===== src/rtl/alu_share_if.sv =====
// alu_share_if: bundles the request, ALU and response signals of alu_share_arbiter.
//   req_*  : per-requester operation channel, requester i in element [i]
//   alu_*  : drive/return signals of the shared cv32e40p ALU
//   rsp_*  : registered response channel tagged with the requester ID
// Modports: slave  = the arbiter
//           master = the environment (requesters, ALU and response sink)
interface alu_share_if #(
  parameter int NUM_REQ = 2,
  parameter int ID_W    = 3,
  parameter int OP_W    = 7
);
  logic [NUM_REQ-1:0]           req_valid;
  logic [NUM_REQ-1:0]           req_ready;
  logic [NUM_REQ-1:0][OP_W-1:0] req_operator;
  logic [NUM_REQ-1:0][31:0]     req_operand_a;
  logic [NUM_REQ-1:0][31:0]     req_operand_b;
  logic [NUM_REQ-1:0][31:0]     req_operand_c;
  logic [NUM_REQ-1:0][1:0]      req_vector_mode;

  logic                         alu_enable;
  logic [OP_W-1:0]              alu_operator;
  logic [31:0]                  alu_operand_a;
  logic [31:0]                  alu_operand_b;
  logic [31:0]                  alu_operand_c;
  logic [1:0]                   alu_vector_mode;
  logic                         alu_ex_ready;
  logic [31:0]                  alu_result;
  logic                         alu_comparison_result;
  logic                         alu_ready;

  logic                         rsp_valid;
  logic                         rsp_ready;
  logic [ID_W-1:0]              rsp_id;
  logic [31:0]                  rsp_result;
  logic                         rsp_cmp;
  logic                         rsp_err;

  modport slave (
    input  req_valid, req_operator, req_operand_a, req_operand_b, req_operand_c,
           req_vector_mode, alu_result, alu_comparison_result, alu_ready, rsp_ready,
    output req_ready, alu_enable, alu_operator, alu_operand_a, alu_operand_b,
           alu_operand_c, alu_vector_mode, alu_ex_ready, rsp_valid, rsp_id,
           rsp_result, rsp_cmp, rsp_err
  );

  modport master (
    output req_valid, req_operator, req_operand_a, req_operand_b, req_operand_c,
           req_vector_mode, alu_result, alu_comparison_result, alu_ready, rsp_ready,
    input  req_ready, alu_enable, alu_operator, alu_operand_a, alu_operand_b,
           alu_operand_c, alu_vector_mode, alu_ex_ready, rsp_valid, rsp_id,
           rsp_result, rsp_cmp, rsp_err
  );
endinterface


===== src/rtl/alu_share_arbiter.sv =====
// alu_share_arbiter: shares one ALU between NUM_REQ requesters.
// Round-robin grant in IDLE, one operation in flight in EXEC (until alu_ready
// or TIMEOUT cycles), result held on a valid/ready response in RESP.
// Ports:
//   clk    clock
//   rst_n  synchronous active-low reset
//   bus    alu_share_if.slave (request, ALU and response channels)
//   busy   high whenever the arbiter is not IDLE
module alu_share_arbiter #(
  parameter int NUM_REQ = 2,
  parameter int ID_W    = 3,
  parameter int OP_W    = 7,
  parameter int TIMEOUT = 64
) (
  input  logic        clk,
  input  logic        rst_n,
  alu_share_if.slave  bus,
  output logic        busy
);
  typedef enum logic [1:0] {IDLE, EXEC, RESP} state_e;

  state_e          state_q, state_d;
  logic [ID_W-1:0] rr_ptr_q, rr_ptr_d;
  logic [ID_W-1:0] id_q, id_d;
  logic [7:0]      cnt_q, cnt_d;
  logic [OP_W-1:0] op_q, op_d;
  logic [31:0]     a_q, a_d, b_q, b_d, c_q, c_d;
  logic [1:0]      vm_q, vm_d;
  logic            rsp_valid_q, rsp_valid_d;
  logic [31:0]     rsp_result_q, rsp_result_d;
  logic            rsp_cmp_q, rsp_cmp_d;
  logic            rsp_err_q, rsp_err_d;

  // Round-robin: the lowest valid index >= rr_ptr wins; if there is none the
  // search wraps, so the lowest valid index overall wins.
  logic            any_hi, found, grant;
  logic [ID_W-1:0] win_hi, win_lo, winner;

  always_comb begin
    any_hi = 1'b0;
    found  = 1'b0;
    win_hi = '0;
    win_lo = '0;
    for (int i = NUM_REQ - 1; i >= 0; i--) begin
      if (bus.req_valid[i]) begin
        found  = 1'b1;
        win_lo = ID_W'(i);
        if (ID_W'(i) >= rr_ptr_q) begin
          any_hi = 1'b1;
          win_hi = ID_W'(i);
        end
      end
    end
    winner = any_hi ? win_hi : win_lo;
  end

  // rst_n gates the grant so nothing is accepted while reset is held.
  assign grant = rst_n && (state_q == IDLE) && found;

  always_comb begin
    for (int i = 0; i < NUM_REQ; i++) begin
      bus.req_ready[i] = grant && (winner == ID_W'(i));
    end
  end

  // Winner payload mux.
  logic [OP_W-1:0] sel_op;
  logic [31:0]     sel_a, sel_b, sel_c;
  logic [1:0]      sel_vm;

  always_comb begin
    sel_op = bus.req_operator[0];
    sel_a  = bus.req_operand_a[0];
    sel_b  = bus.req_operand_b[0];
    sel_c  = bus.req_operand_c[0];
    sel_vm = bus.req_vector_mode[0];
    for (int i = 1; i < NUM_REQ; i++) begin
      if (winner == ID_W'(i)) begin
        sel_op = bus.req_operator[i];
        sel_a  = bus.req_operand_a[i];
        sel_b  = bus.req_operand_b[i];
        sel_c  = bus.req_operand_c[i];
        sel_vm = bus.req_vector_mode[i];
      end
    end
  end

  always_comb begin
    state_d      = state_q;
    rr_ptr_d     = rr_ptr_q;
    cnt_d        = cnt_q;
    id_d         = id_q;
    op_d         = op_q;
    a_d          = a_q;
    b_d          = b_q;
    c_d          = c_q;
    vm_d         = vm_q;
    rsp_valid_d  = rsp_valid_q;
    rsp_result_d = rsp_result_q;
    rsp_cmp_d    = rsp_cmp_q;
    rsp_err_d    = rsp_err_q;
    unique case (state_q)
      IDLE: begin
        if (found) begin
          op_d     = sel_op;
          a_d      = sel_a;
          b_d      = sel_b;
          c_d      = sel_c;
          vm_d     = sel_vm;
          id_d     = winner;
          rr_ptr_d = (winner == ID_W'(NUM_REQ - 1)) ? '0 : winner + 1'b1;
          cnt_d    = '0;
          state_d  = EXEC;
        end
      end
      EXEC: begin
        cnt_d = cnt_q + 8'd1;
        // A result arriving in the last allowed cycle still counts as success.
        if (bus.alu_ready) begin
          rsp_result_d = bus.alu_result;
          rsp_cmp_d    = bus.alu_comparison_result;
          rsp_err_d    = 1'b0;
          rsp_valid_d  = 1'b1;
          state_d      = RESP;
        end else if (cnt_q == 8'(TIMEOUT - 1)) begin
          rsp_result_d = '0;
          rsp_cmp_d    = 1'b0;
          rsp_err_d    = 1'b1;
          rsp_valid_d  = 1'b1;
          state_d      = RESP;
        end
      end
      RESP: begin
        if (bus.rsp_ready) begin
          rsp_valid_d = 1'b0;
          cnt_d       = '0;
          state_d     = IDLE;
        end
      end
      default: state_d = IDLE;
    endcase
  end

  always_ff @(posedge clk) begin
    if (!rst_n) begin
      state_q      <= IDLE;
      rr_ptr_q     <= '0;
      cnt_q        <= '0;
      id_q         <= '0;
      op_q         <= '0;
      a_q          <= '0;
      b_q          <= '0;
      c_q          <= '0;
      vm_q         <= '0;
      rsp_valid_q  <= 1'b0;
      rsp_result_q <= '0;
      rsp_cmp_q    <= 1'b0;
      rsp_err_q    <= 1'b0;
    end else begin
      state_q      <= state_d;
      rr_ptr_q     <= rr_ptr_d;
      cnt_q        <= cnt_d;
      id_q         <= id_d;
      op_q         <= op_d;
      a_q          <= a_d;
      b_q          <= b_d;
      c_q          <= c_d;
      vm_q         <= vm_d;
      rsp_valid_q  <= rsp_valid_d;
      rsp_result_q <= rsp_result_d;
      rsp_cmp_q    <= rsp_cmp_d;
      rsp_err_q    <= rsp_err_d;
    end
  end

  // ALU inputs come straight from the latched operation so they hold still
  // outside EXEC.
  assign bus.alu_enable      = (state_q == EXEC);
  assign bus.alu_ex_ready    = (state_q == EXEC);
  assign bus.alu_operator    = op_q;
  assign bus.alu_operand_a   = a_q;
  assign bus.alu_operand_b   = b_q;
  assign bus.alu_operand_c   = c_q;
  assign bus.alu_vector_mode = vm_q;

  assign bus.rsp_valid  = rsp_valid_q;
  assign bus.rsp_id     = id_q;
  assign bus.rsp_result = rsp_result_q;
  assign bus.rsp_cmp    = rsp_cmp_q;
  assign bus.rsp_err    = rsp_err_q;
  assign busy           = (state_q != IDLE);
endmodule


===== src/flat_wrapper.sv =====
// flat-port wrapper written by rule: the top's interface ports become plain ports
module alu_share_arbiter_flat 
#(
  parameter int NUM_REQ = 2,
  parameter int ID_W    = 3,
  parameter int OP_W    = 7,
  parameter int TIMEOUT = 64
)
  (clk, rst_n, busy, bus_req_valid, bus_req_operator, bus_req_operand_a, bus_req_operand_b, bus_req_operand_c, bus_req_vector_mode, bus_alu_result, bus_alu_comparison_result, bus_alu_ready, bus_rsp_ready, bus_req_ready, bus_alu_enable, bus_alu_operator, bus_alu_operand_a, bus_alu_operand_b, bus_alu_operand_c, bus_alu_vector_mode, bus_alu_ex_ready, bus_rsp_valid, bus_rsp_id, bus_rsp_result, bus_rsp_cmp, bus_rsp_err);
  alu_share_if #(.NUM_REQ(NUM_REQ), .ID_W(ID_W), .OP_W(OP_W)) bus_i ();
  input  logic clk;
  input  logic rst_n;
  output logic busy;
  input wire logic [$bits(bus_i.req_valid)-1:0] bus_req_valid;
  input wire logic [$bits(bus_i.req_operator)-1:0] bus_req_operator;
  input wire logic [$bits(bus_i.req_operand_a)-1:0] bus_req_operand_a;
  input wire logic [$bits(bus_i.req_operand_b)-1:0] bus_req_operand_b;
  input wire logic [$bits(bus_i.req_operand_c)-1:0] bus_req_operand_c;
  input wire logic [$bits(bus_i.req_vector_mode)-1:0] bus_req_vector_mode;
  input wire logic [$bits(bus_i.alu_result)-1:0] bus_alu_result;
  input wire logic [$bits(bus_i.alu_comparison_result)-1:0] bus_alu_comparison_result;
  input wire logic [$bits(bus_i.alu_ready)-1:0] bus_alu_ready;
  input wire logic [$bits(bus_i.rsp_ready)-1:0] bus_rsp_ready;
  output wire logic [$bits(bus_i.req_ready)-1:0] bus_req_ready;
  output wire logic [$bits(bus_i.alu_enable)-1:0] bus_alu_enable;
  output wire logic [$bits(bus_i.alu_operator)-1:0] bus_alu_operator;
  output wire logic [$bits(bus_i.alu_operand_a)-1:0] bus_alu_operand_a;
  output wire logic [$bits(bus_i.alu_operand_b)-1:0] bus_alu_operand_b;
  output wire logic [$bits(bus_i.alu_operand_c)-1:0] bus_alu_operand_c;
  output wire logic [$bits(bus_i.alu_vector_mode)-1:0] bus_alu_vector_mode;
  output wire logic [$bits(bus_i.alu_ex_ready)-1:0] bus_alu_ex_ready;
  output wire logic [$bits(bus_i.rsp_valid)-1:0] bus_rsp_valid;
  output wire logic [$bits(bus_i.rsp_id)-1:0] bus_rsp_id;
  output wire logic [$bits(bus_i.rsp_result)-1:0] bus_rsp_result;
  output wire logic [$bits(bus_i.rsp_cmp)-1:0] bus_rsp_cmp;
  output wire logic [$bits(bus_i.rsp_err)-1:0] bus_rsp_err;
  assign bus_i.req_valid = bus_req_valid;
  assign bus_i.req_operator = bus_req_operator;
  assign bus_i.req_operand_a = bus_req_operand_a;
  assign bus_i.req_operand_b = bus_req_operand_b;
  assign bus_i.req_operand_c = bus_req_operand_c;
  assign bus_i.req_vector_mode = bus_req_vector_mode;
  assign bus_i.alu_result = bus_alu_result;
  assign bus_i.alu_comparison_result = bus_alu_comparison_result;
  assign bus_i.alu_ready = bus_alu_ready;
  assign bus_i.rsp_ready = bus_rsp_ready;
  assign bus_req_ready = bus_i.req_ready;
  assign bus_alu_enable = bus_i.alu_enable;
  assign bus_alu_operator = bus_i.alu_operator;
  assign bus_alu_operand_a = bus_i.alu_operand_a;
  assign bus_alu_operand_b = bus_i.alu_operand_b;
  assign bus_alu_operand_c = bus_i.alu_operand_c;
  assign bus_alu_vector_mode = bus_i.alu_vector_mode;
  assign bus_alu_ex_ready = bus_i.alu_ex_ready;
  assign bus_rsp_valid = bus_i.rsp_valid;
  assign bus_rsp_id = bus_i.rsp_id;
  assign bus_rsp_result = bus_i.rsp_result;
  assign bus_rsp_cmp = bus_i.rsp_cmp;
  assign bus_rsp_err = bus_i.rsp_err;
  alu_share_arbiter #(.NUM_REQ(NUM_REQ), .ID_W(ID_W), .OP_W(OP_W), .TIMEOUT(TIMEOUT)) u_core (.clk(clk), .rst_n(rst_n), .bus(bus_i), .busy(busy));
endmodule

===== config.mk =====
export PLATFORM = sky130hd
export DESIGN_NAME = alu_share_arbiter_flat
export DESIGN_NICKNAME = d
export VERILOG_FILES = /design/src/rtl/alu_share_if.sv /design/src/rtl/alu_share_arbiter.sv /design/src/flat_wrapper.sv
export SDC_FILE = /design/constraint.sdc
export NUM_CORES = 1
export LEC_CHECK = 0
export CORE_MARGIN = 10
export CORE_UTILIZATION = 28
export CTS_BUF_LIST = sky130_fd_sc_hd__clkbuf_4 sky130_fd_sc_hd__clkbuf_8
export CTS_CLUSTER_SIZE = 8
export DETAILED_ROUTE_END_ITERATION = 10
export PLACE_DENSITY_LB_ADDON = 0.12
export SETUP_SLACK_MARGIN = 0.05
export SLEW_MARGIN = 40
export SYNTH_ARGS = -nofsm -noshare
export SYNTH_HDL_FRONTEND = slang
export SYNTH_SLANG_ARGS = --single-unit

===== constraint.sdc =====
create_clock -name clk -period 1.86 [get_ports clk]
set_input_delay 0.465 -clock clk [delete_from_list [all_inputs] [get_ports clk]]
set_output_delay 0.465 -clock clk [all_outputs]
set_load 0.05 [all_outputs]

==> flow_metrics.env <==
export IMPL_wl_per_cell_um=20.3
export IMPL_clock_skew_ns=0.0158
export IMPL_slowest_delay_ns=0.34
export IMPL_setup_worst_path_start_class="flip-flop"
export IMPL_hold_violations=0
export IMPL_fin_area_mm2=0.0107
export IMPL_cellLeakagePower_nw=4.43
export IMPL_clkPwrFrac=0.282
export IMPL_fmax_mhz=526
export IMPL_place_area_mm2=0.0102
export IMPL_status="complete, but fails checks"
export IMPL_worstPathArrival_ns=1.44
export IMPL_setup_viol=3
export IMPL_ir_worst_vdd_mv=0.355
export IMPL_rsz0062_at_grt="yes"
export IMPL_synth_common_cells="dfxtp_1 (152), and2_1 (91), a221o_1 (89)"
export IMPL_die_h_um=169
export IMPL_viasPerCell=4.81
export IMPL_cts_sinks=152
export IMPL_critPathMaxFanout=5
export IMPL_switching_power_mw=3.23
export IMPL_finalCritPeriodShare=1.02
export IMPL_insertion_delay_ns=0.45
export IMPL_dieArea_mm2=0.0285
export IMPL_cts_buffers=17
export IMPL_fin_crit_ns=1.90
export IMPL_setup_reg_to_reg_worst_slack_ns=0.18
export IMPL_gr_max_usage_layer="met2"
export IMPL_use_met3=0.0665
export IMPL_ctsLongestPathBuffers=2
export IMPL_ys_flop_type="dfxtp_1"
export IMPL_synth_edff_count=0
export IMPL_cts_tree="yes"
export IMPL_syn_area_per_cell_um2=9.76
export IMPL_ys_seq_elements=152
export IMPL_gr_usage_met1=0.215
export IMPL_grt_start_max_net_pins=63
export IMPL_crit_family="simple AND/OR/NAND/NOR gates"
export IMPL_slew_violations=0
export IMPL_yosysUniqueCellTypes=39
export IMPL_finalWorstSetupSlack_ns=-0.0425
export IMPL_route_detailed_drc=0
export IMPL_ys_seq_area_frac=0.491
export IMPL_root_buffer="clkbuf_8"
export IMPL_crit_type="reg2out"
export IMPL_grt_pass1_wl_um=40100
export IMPL_p_comb_frac=0.319
export IMPL_cp_required_ns=1.39
export IMPL_grt_usage=0.179
export IMPL_final_layout_size_suffix_gt1_frac=0.222
export IMPL_io_buffers=394
export IMPL_swShare=0.348
export IMPL_instances_no_fill=1329
export IMPL_critPathSlowestCell="dfxtp_2"
export IMPL_pwr_share_seq=0.399
export IMPL_gp_congestion=0.780
export IMPL_cp_num_buf_inv=1
export IMPL_io_pins=397
export IMPL_grt_pass1_vias=6296
export IMPL_first_pass_iters=5
export IMPL_antenna_found_initial=1
export IMPL_p_int_mw=6.06
export IMPL_start_util=0.284
export IMPL_synth_cells=635
export IMPL_netlist_area_mm2=0.00620
export IMPL_cap_violations=0
export IMPL_yosysMostFrequentCell="dfxtp_1"
export IMPL_power_density_mw_per_mm2=866
export IMPL_clk_pin_slew_worst_paths_ns=0.09
export IMPL_coreArea_mm2=0.0218
export IMPL_violations="negative setup slack"
export IMPL_synth_area_top_cells="dfxtp_1 (49%), a221o_1 (14%), and2_1 (9.2%)"
export IMPL_vias=6389
export IMPL_synth_async_reset_ratio=0
export IMPL_rows=54
export IMPL_synth_area_leader_cell="dfxtp_1"
export IMPL_die_x_um=169
export IMPL_globalRouteMet2Util=0.297
export IMPL_hold_class="reg2reg"
export IMPL_initialDrtViolationCount=394
export IMPL_cp_end_kind="primary output"
export IMPL_synth_top_area_frac=0.491
export IMPL_drtAntennaViolNets=0
export IMPL_htree_num_levels=4
export IMPL_nets=1285
export IMPL_wl_um=27000
export IMPL_post_route_util=0.492
export IMPL_grt_ovfl_total=0
export IMPL_dp_cells=1287
export IMPL_area_delta_synth_final_pct=73.2
export IMPL_cp_cell_sequence="nor2_4 -> and3_4 -> and2_4 -> buf_12"
export IMPL_ys_warn_count=0
export IMPL_dp_hpwl_um=20800
-- layout by cell type (no fill, tap or decap), types with 18 or more instances in the layout --
cell,synthesis,layout
nand2b_1,36,35
nand2_1,20,20
a221o_1,89,89
and2_1,91,90
nor3_1,34,34
clkbuf_8,0,18
a21oi_1,81,81
dfxtp_1,152,150
clkdlybuf4s50_1,0,246
buf_4,4,175
-- registers in the layout, summed over array words and instances, names as in the netlist --
name and count:
u_core.bus.alu_operand_a 32, u_core.bus.alu_operand_b 32, u_core.bus.alu_operand_c 32, u_core.bus.rsp_result 32, u_core.cnt_q 8, u_core.bus.alu_operator 7, u_core.bus.alu_vector_mode 2, u_core.state_q 2
u_core.bus.rsp_cmp 1, u_core.bus.rsp_err 1, u_core.bus.rsp_id 1, u_core.bus.rsp_valid 1, u_core.rr_ptr_q 1
-- kinds of logic (layout without fill, tap and decap cells) --
group | count (synthesis) | after routing | share of synthesized area
AO/OA/AOI/OAI | 207 | 207 | 0.254
AND/OR/NAND/NOR | 207 | 207 | 0.192
flip-flops | 152 | 152 | 0.491
buffers and inverters | 63 | 474 | 0.0545
XOR/XNOR | 3 | 3 | 0.00424
adder cells (fa/ha/maj) | 1 | 1 | 0.00202
other | 1 | 4 | 0.000605
multiplexers | 1 | 1 | 0.00162
-- area by class of cell --
type	count	area, um2
clock buffers	19	255
multi-input cells	421	2840
repair buffers	438	4080
well taps	280	350
clock inverters	12	139
inverters	5	21.3
fillers	2101	11100
flip-flops and latches	152	3050
diodes	2	5.00
-- final timing paths --
path,cells after the start,to,start
worst max-delay path,4,bus_req_ready[1],u_core.state_q[1]
worst min-delay path,1,u_core.bus.rsp_id[0],u_core.bus.rsp_id[0]
worst max register to register,9,u_core.bus.rsp_result[22],u_core.state_q[1]
worst min register to register,1,u_core.bus.rsp_id[0],u_core.bus.rsp_id[0]
-- metrics by stage --
step / power, mW / TNS [ns] / hold WS [ns] / setup WS (ns)
detailed placement: 6.73 / -21.50 / 0.453 / -0.270
finish: 9.30 / -0.0923 / 0.472 / -0.0425
floorplan: 5.42 / 0 / 0.440 / 0.0549
global placement: 6.72 / -20.06 / 0.441 / -0.246
CTS: 9.42 / -0.0816 / 0.472 / -0.0816
global route: 9.71 / -0.323 / 0.495 / -0.115
-- layer usage --
layer  vias up  share of wire
met5         -              0
met4         0          0.011
met3        18          0.095
met2       246           0.48
met1      2976           0.41
li1       3149              -
-- power groups by stage --
stage / Combinational [mW] / Sequential (mW) / Clock (mW)
finish: 2.97 / 3.71 / 2.62
global route: 3.13 / 3.74 / 2.84
CTS: 2.99 / 3.71 / 2.72
detailed placement: 2.95 / 3.78 / 0
global placement: 2.94 / 3.77 / 0
floorplan: 0.687 / 4.73 / 0
-- timing repair --
action / 4_1_cts / 5_1_grt
hold buffers: 0 / 0
pin swaps: 2 / 1
setup endpoints to repair: 4 / 4
gates resized for setup: 14 / 1
setup buffers: 6 / 4
Power figures use the tool's default switching activity.
